`config.mk`:
```
export PLATFORM = sky130hd
export DESIGN_NAME = sdram_line_xfer
export DESIGN_NICKNAME = d
export VERILOG_FILES = /design/src/rtl/sdram_line_xfer.sv
export SDC_FILE = /design/constraint.sdc
export NUM_CORES = 1
export LEC_CHECK = 0
export BUFFER_PORTS_ARGS = -buffer_cell sky130_fd_sc_hd__clkbuf_2
export CAP_MARGIN = 30
export CELL_PAD_IN_SITES_DETAIL_PLACEMENT = 0
export CELL_PAD_IN_SITES_GLOBAL_PLACEMENT = 1
export CORE_ASPECT_RATIO = 0.75
export CORE_UTILIZATION = 42
export CTS_CLUSTER_SIZE = 12
export DETAILED_ROUTE_END_ITERATION = 12
export PLACE_DENSITY = 0.8
export SLEW_MARGIN = 40
export SYNTH_ARGS = -nofsm -noshare
export SYNTH_HDL_FRONTEND = slang
export SYNTH_SLANG_ARGS = --single-unit
```
`constraint.sdc`:
```
create_clock -name clk -period 11.8 [get_ports clk]
set_input_delay 1.18 -clock clk [delete_from_list [all_inputs] [get_ports clk]]
set_output_delay 1.18 -clock clk [all_outputs]
set_load 0.03 [all_outputs]
```
`src/rtl/sdram_line_xfer.sv`:
```
// Cache-line transfer engine: splits a line into SDRAM bursts on write-back and
// reassembles SDRAM beats into a line on refill, with a per-transaction timeout.
module sdram_line_xfer #(
    parameter int LINE_BITS  = 128,
    parameter int SDRAM_WORD = 16,
    parameter int ADDR_W     = 24,
    parameter int TIMEOUT    = 128
) (
    input  logic                  clk,
    input  logic                  rst,
    input  logic                  req_valid,
    output logic                  req_ready,
    input  logic                  req_write,
    input  logic [ADDR_W-1:0]     req_addr,
    input  logic [LINE_BITS-1:0]  req_wdata,
    output logic                  resp_valid,
    output logic                  resp_err,
    output logic [LINE_BITS-1:0]  resp_rdata,
    output logic                  sd_cmd_valid,
    input  logic                  sd_cmd_ready,
    output logic                  sd_cmd_write,
    output logic [ADDR_W-1:0]     sd_addr,
    output logic [SDRAM_WORD-1:0] sd_wdata,
    input  logic                  sd_wbeat_ready,
    input  logic [SDRAM_WORD-1:0] sd_rdata,
    input  logic                  sd_rbeat_valid
);
    localparam int BEATS = LINE_BITS / SDRAM_WORD;
    localparam int BW    = $clog2(BEATS);
    localparam int CW    = BW + 1;
    localparam int TW    = $clog2(TIMEOUT);
    localparam logic [CW-1:0]     LAST_BEAT  = CW'(BEATS - 1);
    localparam logic [TW-1:0]     TMO_LAST   = TW'(TIMEOUT - 1);
    localparam logic [ADDR_W-1:0] ALIGN_MASK = ~ADDR_W'(BEATS - 1);

    typedef enum logic [2:0] {S_IDLE, S_CMD, S_WBURST, S_RBURST, S_DONE} state_t;

    state_t               r_state;
    logic                 r_req_ready;
    logic                 r_cmd_valid;
    logic                 r_cmd_write;
    logic [ADDR_W-1:0]    r_addr;
    logic [LINE_BITS-1:0] r_shift;
    logic [LINE_BITS-1:0] r_rdata;
    logic [CW-1:0]        r_beat;
    logic [TW-1:0]        r_tmo;
    logic                 r_resp_valid;
    logic                 r_resp_err;

    logic w_tmo_hit;
    logic w_wlast;
    logic w_rlast;

    assign w_tmo_hit = (r_tmo == TMO_LAST);
    assign w_wlast   = sd_wbeat_ready && (r_beat == LAST_BEAT);
    assign w_rlast   = sd_rbeat_valid && (r_beat == LAST_BEAT);

    assign req_ready    = r_req_ready;
    assign sd_cmd_valid = r_cmd_valid;
    assign sd_cmd_write = r_cmd_write;
    assign sd_addr      = r_addr;
    assign sd_wdata     = r_shift[LINE_BITS-1 -: SDRAM_WORD];
    assign resp_valid   = r_resp_valid;
    assign resp_err     = r_resp_err;
    assign resp_rdata   = r_rdata;

    always_ff @(posedge clk or posedge rst) begin
        if (rst) begin
            r_state      <= S_IDLE;
            r_req_ready  <= 1'b1;
            r_cmd_valid  <= 1'b0;
            r_cmd_write  <= 1'b0;
            r_addr       <= '0;
            r_shift      <= '0;
            r_rdata      <= '0;
            r_beat       <= '0;
            r_tmo        <= '0;
            r_resp_valid <= 1'b0;
            r_resp_err   <= 1'b0;
        end else begin
            r_resp_valid <= 1'b0;
            r_resp_err   <= 1'b0;
            case (r_state)
                S_IDLE: begin
                    if (req_valid) begin
                        r_cmd_write <= req_write;
                        r_addr      <= req_addr & ALIGN_MASK;
                        r_shift     <= req_wdata;
                        r_beat      <= '0;
                        r_tmo       <= '0;
                        r_req_ready <= 1'b0;
                        r_cmd_valid <= 1'b1;
                        r_state     <= S_CMD;
                    end
                end
                S_CMD: begin
                    r_tmo <= r_tmo + TW'(1);
                    // No beat can complete here, so an expired timer always wins.
                    if (w_tmo_hit) begin
                        r_cmd_valid  <= 1'b0;
                        r_resp_valid <= 1'b1;
                        r_resp_err   <= 1'b1;
                        r_state      <= S_DONE;
                    end else if (sd_cmd_ready) begin
                        r_cmd_valid <= 1'b0;
                        r_state     <= r_cmd_write ? S_WBURST : S_RBURST;
                    end
                end
                S_WBURST: begin
                    r_tmo <= r_tmo + TW'(1);
                    if (sd_wbeat_ready) begin
                        r_shift <= {r_shift[LINE_BITS-SDRAM_WORD-1:0], {SDRAM_WORD{1'b0}}};
                        r_beat  <= r_beat + CW'(1);
                    end
                    if (w_wlast || w_tmo_hit) begin
                        r_resp_valid <= 1'b1;
                        r_resp_err   <= !w_wlast;
                        r_state      <= S_DONE;
                    end
                end
                S_RBURST: begin
                    r_tmo <= r_tmo + TW'(1);
                    if (sd_rbeat_valid) begin
                        r_rdata <= {r_rdata[LINE_BITS-SDRAM_WORD-1:0], sd_rdata};
                        r_beat  <= r_beat + CW'(1);
                    end
                    if (w_rlast || w_tmo_hit) begin
                        r_resp_valid <= 1'b1;
                        r_resp_err   <= !w_rlast;
                        r_state      <= S_DONE;
                    end
                end
                S_DONE: begin
                    r_req_ready <= 1'b1;
                    r_state     <= S_IDLE;
                end
                default: begin
                    r_req_ready <= 1'b1;
                    r_cmd_valid <= 1'b0;
                    r_state     <= S_IDLE;
                end
            endcase
        end
    end
endmodule

```
Yosys cells after proc, flatten, opt, wreduce, memory -nomap -nowiden
Cells that the tools add are included.

Multiplexer cells: 29. Add/subtract/negate cells: 2. Equal/unequal tests: 12. Bitwise operators: 2. Reduce and logical (&&, ||, !) cells: 20.

Operators with widths (number): 2-to-1 mux 128 bit (2); case mux 128 bit (2 select lines) (1); 2-to-1 mux 3 bit (5); case mux 7 bit (2 select lines) (1); 2-to-1 mux 4 bit (3); case mux 3 bit (4 select lines) (1); case mux 4 bit (3 select lines) (1); 2-to-1 mux 1 bit (10); inequality test 2 bit, second input constant (5); case mux 1 bit (3 select lines) (3); AND reduction 2 bit (4); AND reduction 4 bit (2); adder 7 x 1 -> 7 bit, second input constant (1); == test 7 bit, second input constant (1); 2-to-1 mux 7 bit (1); == test 3 x 2 -> 1 bit, second input constant (2); AND reduction 3 bit (2); OR reduction 3 bit (2); adder 4 x 1 -> 4 bit, second input constant (1); == test 4 x 3 -> 1 bit, second input constant (1); nonzero test 2 bit (2); == test 3 x 1 -> 1 bit, second input constant (1); == test 3 bit, second input constant (1); zero test 3 bit (1); other kinds (7) (11).

Output and inout port bits: 173. Input port bits: 175. Register bits after elaboration: 296. Word-level logic and storage cells: 76.

Longest topological paths before layout
Depth after elaboration: 5. Mapped depth: 6. Mapped depth without buffers: 4.

Worst setup path before layout
OpenSTA, ideal clock, no wires.

Kind: input-to-reg. Start: input port sd_wbeat_ready. End: register r_shift[127]. Setup time: 0.125 ns. Path slack: 9.526 ns. Cell stages on the path: 5. Data required time: 11.675 ns. Arrival: 2.149 ns. Path buffers: 2. Cells stage by stage: mux2i_1 -> nor3_2 -> buf_4 -> buf_2 -> mux2_2.

Word-level cells in the longest chain between the ends: 2.

RTL lines: from (decl) (RTL line 24) `input logic sd_wbeat_ready,`; inequality test 2 bit (no source line); AND reduction 3 bit (no source line); to (signal assigned) (RTL line 88) `r_shift <= req_wdata;`; to (signal assigned) (RTL line 112) `r_shift <= {r_shift[LINE_BITS-SDRAM_WORD-1:0], {SDRAM_WORD{1'b0}}};`; to (decl) (RTL line 43) `logic [LINE_BITS-1:0] r_shift;`.

No other way between the ends. A chain may end at the register's enable or synchronous reset.

Final worst setup path
Start: register r_state[1]. End: register r_shift[96].

Word-level cells in the longest chain between the ends: 3. Elaborated cells on any way between the ends: 7. Classes of those cells: 3 x eq/ne; 1 x mux; 3 x reduce/logical.

RTL lines: from (decl) (RTL line 38) `state_t r_state;`; from (signal assigned) (RTL line 106) `r_state <= r_cmd_write ? S_WBURST : S_RBURST;`; == test 3 x 2 -> 1 bit / zero test 3 bit (equally long branches) (RTL line 83) `case (r_state)`; inequality test 2 bit (no source line) / nonzero test 2 bit (equally long branches); AND reduction 3 bit (no source line).

Several ways; a longest one is shown, not always the timed one.

==> results.sh <==
export IMPL_cpPeakStageDelay_ps=740
export IMPL_clk_latency_ps=560
export IMPL_grt_pass1_wl_mm=45.6
export IMPL_hpwl_mm=20.0
export IMPL_n_antenna_cell=0
export IMPL_ant_nets=0
export IMPL_drive_gt1_share_pct=56.0
export IMPL_clockPowerShare_pct=18.7
export IMPL_grt_max_degree=136
export IMPL_fin_util_pct=53.2
export IMPL_critPathKind="reg2reg"
export IMPL_clkTransAtPathRegs_ps=60
export IMPL_cts_sinks=296
export IMPL_nets=1373
export IMPL_antenna_found_initial=0
export IMPL_final_setup_skew_ps=12.7
export IMPL_p_int_mw=3.10
export IMPL_p_seq_share_pct=36.7
export IMPL_multiInputGateArea_sq_um=4910
export IMPL_initial_utilization_pct=43.3
export IMPL_switching_power_mw=1.98
export IMPL_synth_async_reset_ratio_pct=100
export IMPL_cts_tree="done"
export IMPL_rsz0062_at_grt="no"
export IMPL_die_h_um=153
export IMPL_portBuffers=341
export IMPL_rows=54
export IMPL_ctsResizeCount=0
export IMPL_area_delta_synth_final_pct=22.9
export IMPL_ys_seq_area_share_pct=58.1
export IMPL_root_buffer="clkbuf_16"
export IMPL_setup_tns_ps=0
export IMPL_slew_violations=0
export IMPL_overflow=0
export IMPL_slew_headroom_pct=47.7
export IMPL_post_cts_buffers=0
export IMPL_drt_total_wl_mm=28.8
export IMPL_die_w_um=203
export IMPL_dr_pass1_iters=4
export IMPL_numCtsBuffers=31
export IMPL_worstHoldPathType="reg2reg"
export IMPL_wl_per_cell_um=17.9
export IMPL_period_needed_ps=2990
export IMPL_core_area_sq_um=29500
export IMPL_drcViolationCount=0
export IMPL_pin_count=348
export IMPL_cts_max_level=1
export IMPL_hold_buffers=0
export IMPL_synth_edf_count=0
export IMPL_cap_violations=0
export IMPL_slowest_stage="dfrtp_1"
export IMPL_combinationalPowerShare_pct=44.6
export IMPL_nFillCells=2558
export IMPL_viasPerCell=4.99
export IMPL_cts_buffer_depth=3
export IMPL_p_sw_share_pct=39.0
export IMPL_yosys_most_used_dff="dfrtp_1"
export IMPL_critical_path_most_common_cell="mux2_2"
export IMPL_tightest_slew_ps=784
export IMPL_grt_util_all_layers_pct=18.4
export IMPL_end_kind="register"
export IMPL_status="completed"
export IMPL_crit_arrival_ps=3420
export IMPL_powerDensity_nw_per_um2=324
export IMPL_critPathMaxFanout=76
export IMPL_die_area_sq_um=31100
export IMPL_synthesis_instances=881
export IMPL_place_congestion=0.783
export IMPL_grt_pass1_vias=8142
export IMPL_cp_required_ps=12230
export IMPL_irDropWorstVdd_v=0.000258
export IMPL_final_hold_violation_count=0
export IMPL_drt_iter0_markers=355
export IMPL_setup_viol=0
export IMPL_netlist_area_sq_um=12800
export IMPL_start_kind="register"
export IMPL_via_count=8023
export IMPL_fin_crit_sh_pct=25.3
export IMPL_finalPower_mw=5.08
export IMPL_seq_area_sq_um=7410
export IMPL_synth_cell_types=43
export IMPL_yosysWarnings=0
export IMPL_fmax_mhz=334
export IMPL_leakage_nw=7.55
export IMPL_ys_ff_latch=296
export IMPL_crit_chain="nor3b_4, buf_4, buf_6, mux2_2, mux2_2"
export IMPL_avgSynthCellArea_sq_um=14.5
## area by class of cell
cell class                 count  area share [%]
timing repair buffer         351            11.8
sequential                   296            47.3
inverter                       6           0.223
clock buffer                  47            5.71
multi-input combinational    510            31.3
clock inverter                 6           0.527
tap                          392            3.13
## per-stage QoR
stage               cell area [sq um]  setup slack, ps  hold slack (ps)  std cells
floorplan                       12800             2450              462        883
global placement                14600             8220              462       1552
detailed placement              14700             8200              462       1555
CTS                             15700             8730              477       1608
global route                    15700             8650              501       1608
finish                          15700             8810              473       1608
## power groups by stage
| stage | Clock (mW) | Sequential (mW) | Combinational, mW |
|---|---|---|---|
| CTS | 0.974 | 1.87 | 2.29 |
| global route | 1.02 | 1.93 | 2.43 |
| detailed placement | 0 | 1.89 | 2.28 |
| finish | 0.949 | 1.86 | 2.27 |
| global placement | 0 | 1.87 | 2.24 |
| floorplan | 0 | 2.27 | 1.35 |
## cells by family after synthesis
family	synth area share (%)
other	0.0294
XOR/XNOR	0.0686
AO/OA/AOI/OAI	2.45
multiplexers	31.4
AND/OR/NAND/NOR	4.05
flip-flops	58.1
buffers and inverters	3.76
adder cells (fa/ha/maj)	0.196
## path summary, 6_finish.rpt
kind	from	slack, ps	cells after the start	to
setup / recovery	r_state[1]$_DFFE_PP0P_	8810	5	r_shift[96]$_DFFE_PP0P_
hold / removal	sd_addr[14]$_DFFE_PP0P_	470	2	sd_addr[14]$_DFFE_PP0P_
setup reg to reg	r_state[1]$_DFFE_PP0P_	8810	5	r_shift[96]$_DFFE_PP0P_
hold reg to reg	sd_addr[14]$_DFFE_PP0P_	470	2	sd_addr[14]$_DFFE_PP0P_
max in group asynchronous	rst	9610	4	r_shift[50]$_DFFE_PP0P_
min in group asynchronous	rst	690	2	resp_rdata[10]$_DFFE_PP0P_
## cell usage in the layout (no fill, tap or decap), types with 3 or more instances in the layout
cell,n
clkbuf_2,341
dfrtp_1,295
mux2_2,274
mux2_1,80
nand2_1,73
clkbuf_16,31
a22o_1,17
clkbuf_1,10
a21oi_1,7
nor2_1,6
o31ai_1,6
clkbuf_8,6
inv_1,5
nor2b_1,4
buf_4,4
o21ai_0,3
nand3_1,3
or4_1,3
conb_1,3
clkinv_2,3
## registers in the layout, indices dropped and copies added (netlist names)
name and flops:
resp_err 1, resp_valid 1, r_beat 4, sd_addr 21
resp_rdata 128, r_tmo 7, sd_cmd_write 1, req_ready 1
r_shift 128, sd_cmd_valid 1, r_state 3
## Yosys cell counts (2+ instances only)
library cell | number | share of area (%)
a21oi_1 | 7 | 0.27
a22o_1 | 17 | 1.2
buf_2 | 38 | 1.5
buf_4 | 20 | 1.2
buf_6 | 9 | 0.79
clkbuf_1 | 4 | 0.12
dfrtp_1 | 295 | 58
ha_1 | 2 | 0.20
inv_1 | 6 | 0.18
mux2_1 | 80 | 7.1
mux2_2 | 274 | 24
mux2i_1 | 2 | 0.16
nand2_1 | 73 | 2.1
nand3_1 | 4 | 0.16
nand4_1 | 2 | 0.098
nand4b_1 | 2 | 0.14
nor2_1 | 6 | 0.18
nor2b_1 | 4 | 0.20
nor4_1 | 2 | 0.098
o21ai_0 | 3 | 0.12
o31ai_1 | 6 | 0.35
or3_1 | 2 | 0.098
or4_1 | 3 | 0.18
## routing by layer
layer | share of wire [%] | GRT usage, % | vias up
met5 | 0 | 0 | -
met4 | 2.1 | 4.44 | 0
met3 | 8.0 | 5.76 | 41
met2 | 46 | 28.9 | 254
met1 | 44 | 24.8 | 3992
li1 | - | - | 3736
## critical path, delay by kind of cell (launching register included)
family                 cells  cell delay, ps
muxes                      2             690
buffers and inverters      2            1070
and+or+nand+nor            1             270
DFF                        1             740
Power figures use the tool's default switching activity.
